[src/rtl/mem_bus_pkg.sv]
// Shared constants, state encoding and address decode helpers
// for the RAM / memory-mapped I/O bus controller.
package mem_bus_pkg;

    localparam int ADDR_W = 9;
    localparam int DATA_W = 16;
    localparam int RAM_AW = 8;
    localparam int SW_W   = 10;

    localparam logic [ADDR_W-1:0] LED_ADDR = 9'h100;
    localparam logic [ADDR_W-1:0] SW_ADDR  = 9'h140;

    // Top address bit clear selects the 256-word RAM.
    localparam logic RAM_SPACE = 1'b0;

    localparam logic PORT_CPU = 1'b0;
    localparam logic PORT_LD  = 1'b1;

    typedef enum logic [1:0] {
        IDLE,
        ISSUE,
        WAIT,
        ACK
    } state_t;

    function automatic logic is_ram(input logic [ADDR_W-1:0] a);
        return a[ADDR_W-1] == RAM_SPACE;
    endfunction

endpackage

[src/rtl/mem_bus_ctrl_if.sv]
// Requester ports, RAM port and I/O pins of the bus controller.
// slave = controller side, master = requesters/RAM/board side.
interface mem_bus_ctrl_if;
    import mem_bus_pkg::*;

    logic              cpu_req;
    logic              cpu_we;
    logic [ADDR_W-1:0] cpu_addr;
    logic [DATA_W-1:0] cpu_wdata;
    logic              cpu_ack;
    logic [DATA_W-1:0] cpu_rdata;

    logic              ld_req;
    logic              ld_we;
    logic [ADDR_W-1:0] ld_addr;
    logic [DATA_W-1:0] ld_wdata;
    logic              ld_ack;
    logic [DATA_W-1:0] ld_rdata;

    logic [RAM_AW-1:0] mem_addr;
    logic              mem_we;
    logic [DATA_W-1:0] mem_din;
    logic [DATA_W-1:0] mem_dout;

    logic [SW_W-1:0]   sw;
    logic [SW_W-1:0]   led;
    logic              bus_err;

    modport slave (
        input  cpu_req, cpu_we, cpu_addr, cpu_wdata,
        output cpu_ack, cpu_rdata,
        input  ld_req, ld_we, ld_addr, ld_wdata,
        output ld_ack, ld_rdata,
        output mem_addr, mem_we, mem_din,
        input  mem_dout,
        input  sw,
        output led, bus_err
    );

    modport master (
        output cpu_req, cpu_we, cpu_addr, cpu_wdata,
        input  cpu_ack, cpu_rdata,
        output ld_req, ld_we, ld_addr, ld_wdata,
        input  ld_ack, ld_rdata,
        input  mem_addr, mem_we, mem_din,
        output mem_dout,
        output sw,
        input  led, bus_err
    );

endinterface

[src/rtl/mem_bus_arb.sv]
// Two-way round-robin arbiter between CPU and loader.
// A lone requester always wins; on a tie the port not granted last wins.
module mem_bus_arb
    import mem_bus_pkg::*;
(
    input  logic clk,
    input  logic reset,
    input  logic cpu_req,
    input  logic ld_req,
    input  logic take,
    output logic grant
);

    logic last_grant;

    // Pick the winner for the current request pattern.
    always_comb begin
        grant = ~last_grant;
        unique case (1'b1)
            cpu_req && !ld_req: grant = PORT_CPU;
            ld_req && !cpu_req: grant = PORT_LD;
            default:            grant = ~last_grant;
        endcase
    end

    // Remember who was granted so the next tie flips.
    always_ff @(posedge clk or negedge reset) begin
        if (!reset) begin
            last_grant <= PORT_LD;
        end else if (take) begin
            last_grant <= grant;
        end
    end

endmodule

[src/rtl/mem_bus_ctrl.sv]
// Shares one synchronous RAM between CPU and loader, decodes
// LED/switch I/O and returns a one-cycle ack per transaction.
module mem_bus_ctrl
    import mem_bus_pkg::*;
(
    input  logic          clk,
    input  logic          reset,
    mem_bus_ctrl_if.slave bus
);

    state_t            state;
    logic              port;
    logic              t_we;
    logic [ADDR_W-1:0] t_addr;

    logic              cpu_ack;
    logic              ld_ack;
    logic [DATA_W-1:0] cpu_rdata;
    logic [DATA_W-1:0] ld_rdata;
    logic [RAM_AW-1:0] mem_addr;
    logic              mem_we;
    logic [DATA_W-1:0] mem_din;
    logic [SW_W-1:0]   led;
    logic              bus_err;

    logic              any_req;
    logic              grant;
    logic              sel_we;
    logic [ADDR_W-1:0] sel_addr;
    logic [DATA_W-1:0] sel_wdata;
    logic [DATA_W-1:0] sw_word;

    assign any_req   = bus.cpu_req | bus.ld_req;
    assign sel_we    = (grant == PORT_CPU) ? bus.cpu_we    : bus.ld_we;
    assign sel_addr  = (grant == PORT_CPU) ? bus.cpu_addr  : bus.ld_addr;
    assign sel_wdata = (grant == PORT_CPU) ? bus.cpu_wdata : bus.ld_wdata;
    assign sw_word   = {{(DATA_W-SW_W){1'b0}}, bus.sw};

    mem_bus_arb u_arb (
        .clk     (clk),
        .reset   (reset),
        .cpu_req (bus.cpu_req),
        .ld_req  (bus.ld_req),
        .take    (state == IDLE && any_req),
        .grant   (grant)
    );

    // Transaction sequencer with registered acks, rdata and RAM controls.
    always_ff @(posedge clk or negedge reset) begin
        if (!reset) begin
            state     <= IDLE;
            port      <= PORT_CPU;
            t_we      <= 1'b0;
            t_addr    <= '0;
            cpu_ack   <= 1'b0;
            ld_ack    <= 1'b0;
            cpu_rdata <= '0;
            ld_rdata  <= '0;
            mem_addr  <= '0;
            mem_we    <= 1'b0;
            mem_din   <= '0;
            led       <= '0;
            bus_err   <= 1'b0;
        end else begin
            unique case (state)
                IDLE: begin
                    if (any_req) begin
                        port     <= grant;
                        t_we     <= sel_we;
                        t_addr   <= sel_addr;
                        mem_addr <= sel_addr[RAM_AW-1:0];
                        mem_din  <= sel_wdata;
                        mem_we   <= sel_we & is_ram(sel_addr);
                        state    <= ISSUE;
                    end
                end
                ISSUE: begin
                    mem_we <= 1'b0;
                    if (is_ram(t_addr) && !t_we) begin
                        state <= WAIT;
                    end else begin
                        state   <= ACK;
                        cpu_ack <= (port == PORT_CPU);
                        ld_ack  <= (port == PORT_LD);
                        if (!is_ram(t_addr)) begin
                            if (t_we && t_addr == LED_ADDR) begin
                                led <= mem_din[SW_W-1:0];
                            end else if (!t_we && t_addr == SW_ADDR) begin
                                if (port == PORT_CPU) cpu_rdata <= sw_word;
                                else                  ld_rdata  <= sw_word;
                            end else begin
                                bus_err <= 1'b1;
                                if (!t_we) begin
                                    if (port == PORT_CPU) cpu_rdata <= '0;
                                    else                  ld_rdata  <= '0;
                                end
                            end
                        end
                    end
                end
                WAIT: begin
                    if (port == PORT_CPU) cpu_rdata <= bus.mem_dout;
                    else                  ld_rdata  <= bus.mem_dout;
                    cpu_ack <= (port == PORT_CPU);
                    ld_ack  <= (port == PORT_LD);
                    state   <= ACK;
                end
                ACK: begin
                    cpu_ack <= 1'b0;
                    ld_ack  <= 1'b0;
                    state   <= IDLE;
                end
            endcase
        end
    end

    assign bus.cpu_ack   = cpu_ack;
    assign bus.ld_ack    = ld_ack;
    assign bus.cpu_rdata = cpu_rdata;
    assign bus.ld_rdata  = ld_rdata;
    assign bus.mem_addr  = mem_addr;
    assign bus.mem_we    = mem_we;
    assign bus.mem_din   = mem_din;
    assign bus.led       = led;
    assign bus.bus_err   = bus_err;

endmodule

[src/flat_wrapper.sv]
// flat-port wrapper written by rule: the top's interface ports become plain ports
module mem_bus_ctrl_flat import mem_bus_pkg::*;
  (clk, reset, bus_cpu_req, bus_cpu_we, bus_cpu_addr, bus_cpu_wdata, bus_cpu_ack, bus_cpu_rdata, bus_ld_req, bus_ld_we, bus_ld_addr, bus_ld_wdata, bus_ld_ack, bus_ld_rdata, bus_mem_addr, bus_mem_we, bus_mem_din, bus_mem_dout, bus_sw, bus_led, bus_bus_err);
  mem_bus_ctrl_if bus_i ();
  input  logic clk;
  input  logic reset;
  input wire logic [$bits(bus_i.cpu_req)-1:0] bus_cpu_req;
  input wire logic [$bits(bus_i.cpu_we)-1:0] bus_cpu_we;
  input wire logic [$bits(bus_i.cpu_addr)-1:0] bus_cpu_addr;
  input wire logic [$bits(bus_i.cpu_wdata)-1:0] bus_cpu_wdata;
  output wire logic [$bits(bus_i.cpu_ack)-1:0] bus_cpu_ack;
  output wire logic [$bits(bus_i.cpu_rdata)-1:0] bus_cpu_rdata;
  input wire logic [$bits(bus_i.ld_req)-1:0] bus_ld_req;
  input wire logic [$bits(bus_i.ld_we)-1:0] bus_ld_we;
  input wire logic [$bits(bus_i.ld_addr)-1:0] bus_ld_addr;
  input wire logic [$bits(bus_i.ld_wdata)-1:0] bus_ld_wdata;
  output wire logic [$bits(bus_i.ld_ack)-1:0] bus_ld_ack;
  output wire logic [$bits(bus_i.ld_rdata)-1:0] bus_ld_rdata;
  output wire logic [$bits(bus_i.mem_addr)-1:0] bus_mem_addr;
  output wire logic [$bits(bus_i.mem_we)-1:0] bus_mem_we;
  output wire logic [$bits(bus_i.mem_din)-1:0] bus_mem_din;
  input wire logic [$bits(bus_i.mem_dout)-1:0] bus_mem_dout;
  input wire logic [$bits(bus_i.sw)-1:0] bus_sw;
  output wire logic [$bits(bus_i.led)-1:0] bus_led;
  output wire logic [$bits(bus_i.bus_err)-1:0] bus_bus_err;
  assign bus_i.cpu_req = bus_cpu_req;
  assign bus_i.cpu_we = bus_cpu_we;
  assign bus_i.cpu_addr = bus_cpu_addr;
  assign bus_i.cpu_wdata = bus_cpu_wdata;
  assign bus_cpu_ack = bus_i.cpu_ack;
  assign bus_cpu_rdata = bus_i.cpu_rdata;
  assign bus_i.ld_req = bus_ld_req;
  assign bus_i.ld_we = bus_ld_we;
  assign bus_i.ld_addr = bus_ld_addr;
  assign bus_i.ld_wdata = bus_ld_wdata;
  assign bus_ld_ack = bus_i.ld_ack;
  assign bus_ld_rdata = bus_i.ld_rdata;
  assign bus_mem_addr = bus_i.mem_addr;
  assign bus_mem_we = bus_i.mem_we;
  assign bus_mem_din = bus_i.mem_din;
  assign bus_i.mem_dout = bus_mem_dout;
  assign bus_i.sw = bus_sw;
  assign bus_led = bus_i.led;
  assign bus_bus_err = bus_i.bus_err;
  mem_bus_ctrl u_core (.clk(clk), .reset(reset), .bus(bus_i));
endmodule
[config.mk]
export PLATFORM = sky130hd
export DESIGN_NAME = mem_bus_ctrl_flat
export DESIGN_NICKNAME = d
export VERILOG_FILES = /design/src/rtl/mem_bus_pkg.sv /design/src/rtl/mem_bus_ctrl_if.sv /design/src/rtl/mem_bus_arb.sv /design/src/rtl/mem_bus_ctrl.sv /design/src/flat_wrapper.sv
export SDC_FILE = /design/constraint.sdc
export NUM_CORES = 1
export LEC_CHECK = 0
export BUFFER_PORTS_ARGS = -buffer_cell sky130_fd_sc_hd__buf_4
export CAP_MARGIN = 20
export CORE_AREA = 5 5 99 101
export CTS_BUF_LIST = sky130_fd_sc_hd__clkbuf_16
export CTS_CLUSTER_DIAMETER = 40
export DETAILED_ROUTE_END_ITERATION = 6
export DIE_AREA = 0 0 104 106
export PLACE_DENSITY = 0.8
export SLEW_MARGIN = 0
export SYNTH_ARGS = -nofsm -noshare
export SYNTH_HDL_FRONTEND = slang
export SYNTH_HIERARCHICAL = 1
export SYNTH_SLANG_ARGS = --single-unit
[constraint.sdc]
create_clock -name clk -period 1.9 [get_ports clk]
set_input_delay 0.19 -clock clk [delete_from_list [all_inputs] [get_ports clk]]
set_output_delay 0.19 -clock clk [all_outputs]
set_load 0.01 [all_outputs]
==> impl_metrics.env, run 1 <==
export IMPL_synthAdderAreaFrac_pct=2.05
export IMPL_hp_start="bus_cpu_addr[3]"
export IMPL_cts_htree_levels=3
export IMPL_vias=2892
export IMPL_diodes=0
export IMPL_totalPowerFinal_uw=7820
export IMPL_clock_sinks=76
export IMPL_critPathMaxStageDelay_ps=390
export IMPL_ys_flop_type="dfrtp_1"
export IMPL_wl_met1_um=3800
export IMPL_slew_headroom_pct=65.5
export IMPL_firstDrtPassIters=4
export IMPL_antenna_found_initial=0
export IMPL_grt_total_usage_pct=17.0
export IMPL_min_path_type="in -> reg"
export IMPL_cellPowerDensity_mw_per_mm2=1480
export IMPL_fp_dieW_um=104
export IMPL_vdd_drop_max_mv=0.704
export IMPL_io_pins=152
export IMPL_synth_warnings=6
export IMPL_start_kind="register"
export IMPL_maxSlewViolCount=0
export IMPL_final_period_utilization_pct=94.8
export IMPL_min_path_cells=3
export IMPL_whs_endpoint="u_core/t_addr[3]"
export IMPL_p_leak_uw=0.00264
export IMPL_synth_edf_count=0
export IMPL_post_dp_hpwl_um=7200
export IMPL_max_freq_mhz=555
export IMPL_drive_gt1_share_pct=46.0
export IMPL_status="completed"
export IMPL_drt_initial_drc_count=39
export IMPL_fin_skew_ps=6.37
export IMPL_synth_nets=401
export IMPL_tightest_slew_ps=518
export IMPL_grt_remaining_overflow=0
export IMPL_finalHoldViolCount=0
export IMPL_dieArea_mm2=0.0110
export IMPL_cts_path_max_buffers=2
export IMPL_worstSkewPairLatency_ps=320
export IMPL_grt_pass1_wl_um=15500
export IMPL_ys_ff_latch=76
export IMPL_route_detailed_drc=0
export IMPL_fin_cells=585
export IMPL_maxUsedRoutingLayer="met4"
export IMPL_synthCells=313
export IMPL_placed_cells=565
export IMPL_ant_nets=0
export IMPL_cp_slowest_cell="dfrtp_1"
export IMPL_drt_total_wl_um=9460
export IMPL_crit_path_end_kind="register"
export IMPL_cts_reportedPaths_clkPinSlew_ps=60
export IMPL_syn_area_mm2=0.00366
export IMPL_yosysSeqAreaShare_pct=51.9
export IMPL_drv_cap=0
export IMPL_fin_tns_setup_ps=0
export IMPL_arrival_ps=2000
export IMPL_die_h_um=106
export IMPL_wl_met2_um=4440
export IMPL_fp_coreArea_mm2=0.00893
export IMPL_clock_root_buffer="clkbuf_16"
export IMPL_setup_violations_final=0
export IMPL_wl_per_cell_um=16.2
export IMPL_wl_met3_um=1140
export IMPL_path_cells="inv_1 > ha_1 > or2b_4 > a21boi_4 > buf_12 > mux2_2"
export IMPL_r2r_end="u_core/bus.ld_rdata[13]"
export IMPL_area_growth_pct=44.5
export IMPL_fin_crit_ps=1800
export IMPL_rr_worst_depth=6
export IMPL_nets=557
export IMPL_path_max_fanout=6
export IMPL_r2r_start="u_core/state[1]"
export IMPL_synth_simple_area_share_pct=10.2
export IMPL_rrSetupSlack_ps=100
export IMPL_synth_xor_area_share_pct=0.239
export IMPL_post_synth_cell_area_avg_um2=11.7
export IMPL_grt_max_degree=49
export IMPL_viasPerCell=4.94
export IMPL_critPathRequiredTime_ps=2100
export IMPL_synth_compound_area_share_pct=9.32
export IMPL_synth_top_family_by_area="multiplexers"
export IMPL_row_count=35
export IMPL_cts_tree="yes"
export IMPL_grt_pass1_vias=3090
export IMPL_synth_distinct_cells=41
export IMPL_start_util_pct=41.0
export IMPL_port_buffers=151
export IMPL_muxShareOfSynthArea_pct=19.7
export IMPL_ys_async_sr_fraction_pct=100
export IMPL_gp_congestion=0.863
export IMPL_worst_setup_path_type="reg -> reg"
export IMPL_cts_made_buffers=9
[per-stage QoR]
step | setup slack, ps | utilization [%] | hold WS (ps) | cell area [µm²]
final | 99.7 | 59.3 | 155 | 5290
after floorplan | 107 | - | -106 | 3660
after CTS | 44.5 | 58.3 | 151 | 5210
after global routing | -16.8 | 59.3 | 169 | 5290
after detailed placement | 60.9 | 55.2 | 206 | 4930
after global placement | 176 | 55.2 | 197 | 4930
[registers in the layout, indices dropped and copies added (netlist names)]
name                     count
u_core/bus.ld_rdata         16
u_core/bus.cpu_ack           1
u_core/bus.ld_ack            1
u_core/bus.cpu_rdata        16
u_core/t_we                  1
u_core/u_arb/last_grant      1
u_core/bus.bus_err           1
u_core/port                  1
u_core/state                 2
u_core/bus.led              10
u_core/bus.mem_we            1
u_core/bus.mem_din          16
u_core/t_addr                9
[worst max path at each step]
stage,endpoint,slack (ps),startpoint,cells after the start
floorplan,u_core/bus.cpu_rdata[10],110,u_core/state[0],5
global placement,u_core/bus.cpu_rdata[4],180,u_core/state[1],6
detailed placement,u_core/bus.cpu_rdata[4],60,u_core/state[1],6
CTS,u_core/bus.ld_rdata[5],40,u_core/state[1],6
global route,u_core/bus.ld_rdata[13],-20,u_core/state[1],6
finish,u_core/bus.ld_rdata[13],100,u_core/state[1],6
[cell type report]
| type | count | area [µm²] |
|---|---|---|
| Clock buffer | 9 | 225 |
| Multi-Input combinational cell | 190 | 1540 |
| Clock inverter | 7 | 45.0 |
| Tap cell | 111 | 139 |
| Timing Repair Buffer | 167 | 1350 |
| Sequential cell | 76 | 1900 |
| Inverter | 25 | 93.8 |
| Fill cell | 730 | 3640 |
[power breakdown]
group          switching [µW]  internal, µW  total, µW
Clock                     649           876       1520
Sequential                523          2250       2780
Combinational            1660          1860       3520
[cell usage in the layout (no fill, tap or decap), drive strengths merged, types with 5 or more instances in the layout]
cell    Yosys  layout
a41oi      10      10
and2       16      16
buf        15     165
clkbuf      7      10
dfrtp      75      75
ha          6       6
inv        25      26
mux2       24      24
mux2i      45      45
nand2      31      31
nor2        5       5
o21ai      30      30
[cells in the mapped netlist, types with 2 or more instances]
cell type | n | area, µm²
mux2i_1 | 45 | 450
dfrtp_1 | 75 | 1880
clkbuf_1 | 6 | 22.5
o21ai_0 | 28 | 140
a41oi_1 | 10 | 87.6
nor2_1 | 5 | 18.8
o21ai_1 | 2 | 10.0
buf_4 | 8 | 60.1
ha_1 | 6 | 75.1
buf_2 | 5 | 25.0
nand2_1 | 31 | 116
nor2b_1 | 2 | 12.5
inv_1 | 25 | 93.8
mux2_2 | 23 | 259
and2_1 | 16 | 100
[critical path, delay by kind of cell, from the launching register on]
family	cells	cell delay [ps]
adders and majority gates	1	220
DFF	1	390
and+or+nand+nor	1	290
buffers and inverters	2	250
muxes	1	330
AOI/OAI and AO/OA	1	200
[logic make-up (layout without fill, tap and decap cells)]
group                      Yosys count  in the layout
DFF                                 76             76
muxes                               69             69
and+or+nand+nor                     64             64
AOI/OAI and AO/OA                   50             50
buffers and inverters               47            208
adders and majority gates            6              6
xor gates and xnor gates             1              1
[what timing repair did]
item	in CTS	in global routing
buffers inserted	0	2
endpoints found under the setup margin	0	20
hold buffers	1	0
endpoints found under the hold margin	38	0
gates resized for setup	0	5
[routing by layer]
| layer | vias to the layer above | GRT usage [%] |
|---|---|---|
| met5 | - | 0 |
| met4 | 0 | 4.16 |
| met3 | 7 | 7.59 |
| met2 | 146 | 27.0 |
| met1 | 1346 | 21.4 |
| li1 | 1393 | - |
Note: power is estimated with default switching activity, not from simulation.
==> run 2: changes to the inputs <==
==> constraint.sdc (replaced) <==
create_clock -name clk -period 1.9 [get_ports clk]
set_input_delay 0 -clock clk [delete_from_list [all_inputs] [get_ports clk]]
set_output_delay 0 -clock clk [all_outputs]
set_load 0.01 [all_outputs]
==> run 2 against run 1 <==
Compared with the run above:
- clock power is 18% higher
- sequential share of layout area is 2.9 points lower
- power is 4.2% higher
- sequential power hardly changed
- wire length is 13% higher
- first-iteration DRC count is 150% higher
- non-clock buffer count is 44 higher
- die area stayed put
- count of clock-buffer cells in the layout stayed put
==> impl_metrics.env, run 2 (same netlist as run 1, synthesis figures left out) <==
export IMPL_status="completed"
export IMPL_vias=3143
export IMPL_grt_pass1_vias=3415
export IMPL_route_detailed_drc=0
export IMPL_ant_nets=0
export IMPL_rrSetupSlack_ps=90
export IMPL_p_leak_uw=0.00284
export IMPL_slew_headroom_pct=63.4
export IMPL_cts_reportedPaths_clkPinSlew_ps=60
export IMPL_worst_setup_path_type="reg -> reg"
export IMPL_port_buffers=151
export IMPL_critPathMaxStageDelay_ps=400
export IMPL_area_growth_pct=57.3
export IMPL_setup_violations_final=0
export IMPL_vdd_drop_max_mv=0.744
export IMPL_start_kind="register"
export IMPL_path_cells="inv_1 > ha_1 > or2b_4 > a21boi_4 > buf_12 > mux2_2"
export IMPL_cts_path_max_buffers=2
export IMPL_post_dp_hpwl_um=7450
export IMPL_totalPowerFinal_uw=8150
export IMPL_finalHoldViolCount=0
export IMPL_max_freq_mhz=552
export IMPL_drv_cap=0
export IMPL_fin_crit_ps=1810
export IMPL_crit_path_end_kind="register"
export IMPL_worstSkewPairLatency_ps=330
export IMPL_cp_slowest_cell="dfrtp_1"
export IMPL_cts_tree="yes"
export IMPL_wl_per_cell_um=16.9
export IMPL_r2r_start="u_core/state[0]"
export IMPL_fp_dieW_um=104
export IMPL_mostFrequentLayoutCells="buf_4, dfrtp_1, dlygate4sd3_1"
export IMPL_cts_made_buffers=9
export IMPL_start_util_pct=41.0
export IMPL_row_count=35
export IMPL_grt_pass1_wl_um=17700
export IMPL_gp_congestion=0.829
export IMPL_hp_start="bus_cpu_addr[1]"
export IMPL_fp_coreArea_mm2=0.00893
export IMPL_critPathRequiredTime_ps=2110
export IMPL_viasPerCell=5.00
export IMPL_final_period_utilization_pct=95.3
export IMPL_tightest_slew_ps=548
export IMPL_cellPowerDensity_mw_per_mm2=1410
export IMPL_antenna_found_initial=0
export IMPL_fin_skew_ps=7.64
export IMPL_clock_sinks=76
export IMPL_arrival_ps=2020
export IMPL_cts_htree_levels=3
export IMPL_drt_initial_drc_count=96
export IMPL_drive_gt1_share_pct=41.9
export IMPL_die_h_um=106
export IMPL_critPathLaunch="u_core/state[0]"
export IMPL_io_pins=152
export IMPL_nets=601
export IMPL_grt_setup_unrepaired="false"
export IMPL_reg_top3="u_core/bus.cpu_rdata x16, u_core/bus.ld_rdata x16, u_core/bus.mem_din x16"
export IMPL_firstDrtPassIters=4
export IMPL_maxSlewViolCount=0
export IMPL_clock_root_buffer="clkbuf_16"
export IMPL_min_path_type="in -> reg"
export IMPL_diodes=0
export IMPL_path_max_fanout=6
export IMPL_grt_remaining_overflow=0
export IMPL_worst_slack_ps=88.4
export IMPL_place_ws_ps=-21.0
export IMPL_grt_total_usage_pct=19.5
export IMPL_final_common_cell="buf_4"
export IMPL_dieArea_mm2=0.0110
export IMPL_drt_total_wl_um=10600
export IMPL_grt_max_degree=41
[run 2: metrics by stage]
| step | util, % | area, µm² | TNS, ps | instances | hold slack (ps) |
|---|---|---|---|---|---|
| finish | 64.5 | 5760 | 0 | 629 | 1.03 |
| CTS | 64.0 | 5710 | 0 | 627 | 0.612 |
| detailed placement | 55.0 | 4910 | -37.8 | 563 | 7.14 |
| floorplan | - | 3660 | 0 | 313 | -296 |
| global route | 64.5 | 5760 | 0 | 629 | 21.7 |
| global placement | 55.0 | 4910 | 0 | 563 | 1.80 |
[run 2: final cells by class]
cell class | instances | area, µm²
Fill cell | 659 | 3170
Sequential cell | 76 | 1900
Timing Repair Buffer | 211 | 1770
Multi-Input combinational cell | 190 | 1540
Clock buffer | 9 | 225
Tap cell | 111 | 139
Inverter | 25 | 93.8
Clock inverter | 7 | 91.3
[run 2: final timing paths]
check,depth (start not counted),endpoint
max,6,u_core/bus.ld_rdata[13]
min,3,u_core/t_addr[1]
max reg2reg,6,u_core/bus.ld_rdata[13]
min reg2reg,2,u_core/bus.mem_din[11]
max in group asynchronous,3,u_core/u_arb/last_grant
min in group asynchronous,2,u_core/bus.ld_rdata[15]
[run 2: worst max-delay path: cells and delay by family (launching register included)]
| family | cells | cell delay, ps |
|---|---|---|
| buffers and inverters | 2 | 220 |
| and+or+nand+nor | 1 | 320 |
| DFF | 1 | 400 |
| AOI/OAI and AO/OA | 1 | 190 |
| adders and majority gates | 1 | 230 |
| muxes | 1 | 330 |
[run 2: per-layer routing]
layer | part of all wire [%] | track usage (%)
met5 | 0 | 0
met4 | 1.7 | 6.38
met3 | 10 | 7.16
met2 | 47 | 31.6
met1 | 41 | 24.1
[run 2: power by group]
part	internal, µW	switching, µW	total (µW)
sequential	2260	535	2790
combinational	1860	1710	3570
clock	1140	648	1790
[run 2: what timing repair did]
| item | 4_1_cts | 5_1_grt |
|---|---|---|
| pin swaps | 1 | 2 |
| hold buffers | 48 | 0 |
| endpoints found under the hold margin | 64 | 0 |
| endpoints found under the setup margin | 4 | 32 |
| buffers inserted | 0 | 2 |
| gates resized for setup | 1 | 3 |
| gates cloned | 0 | 0 |
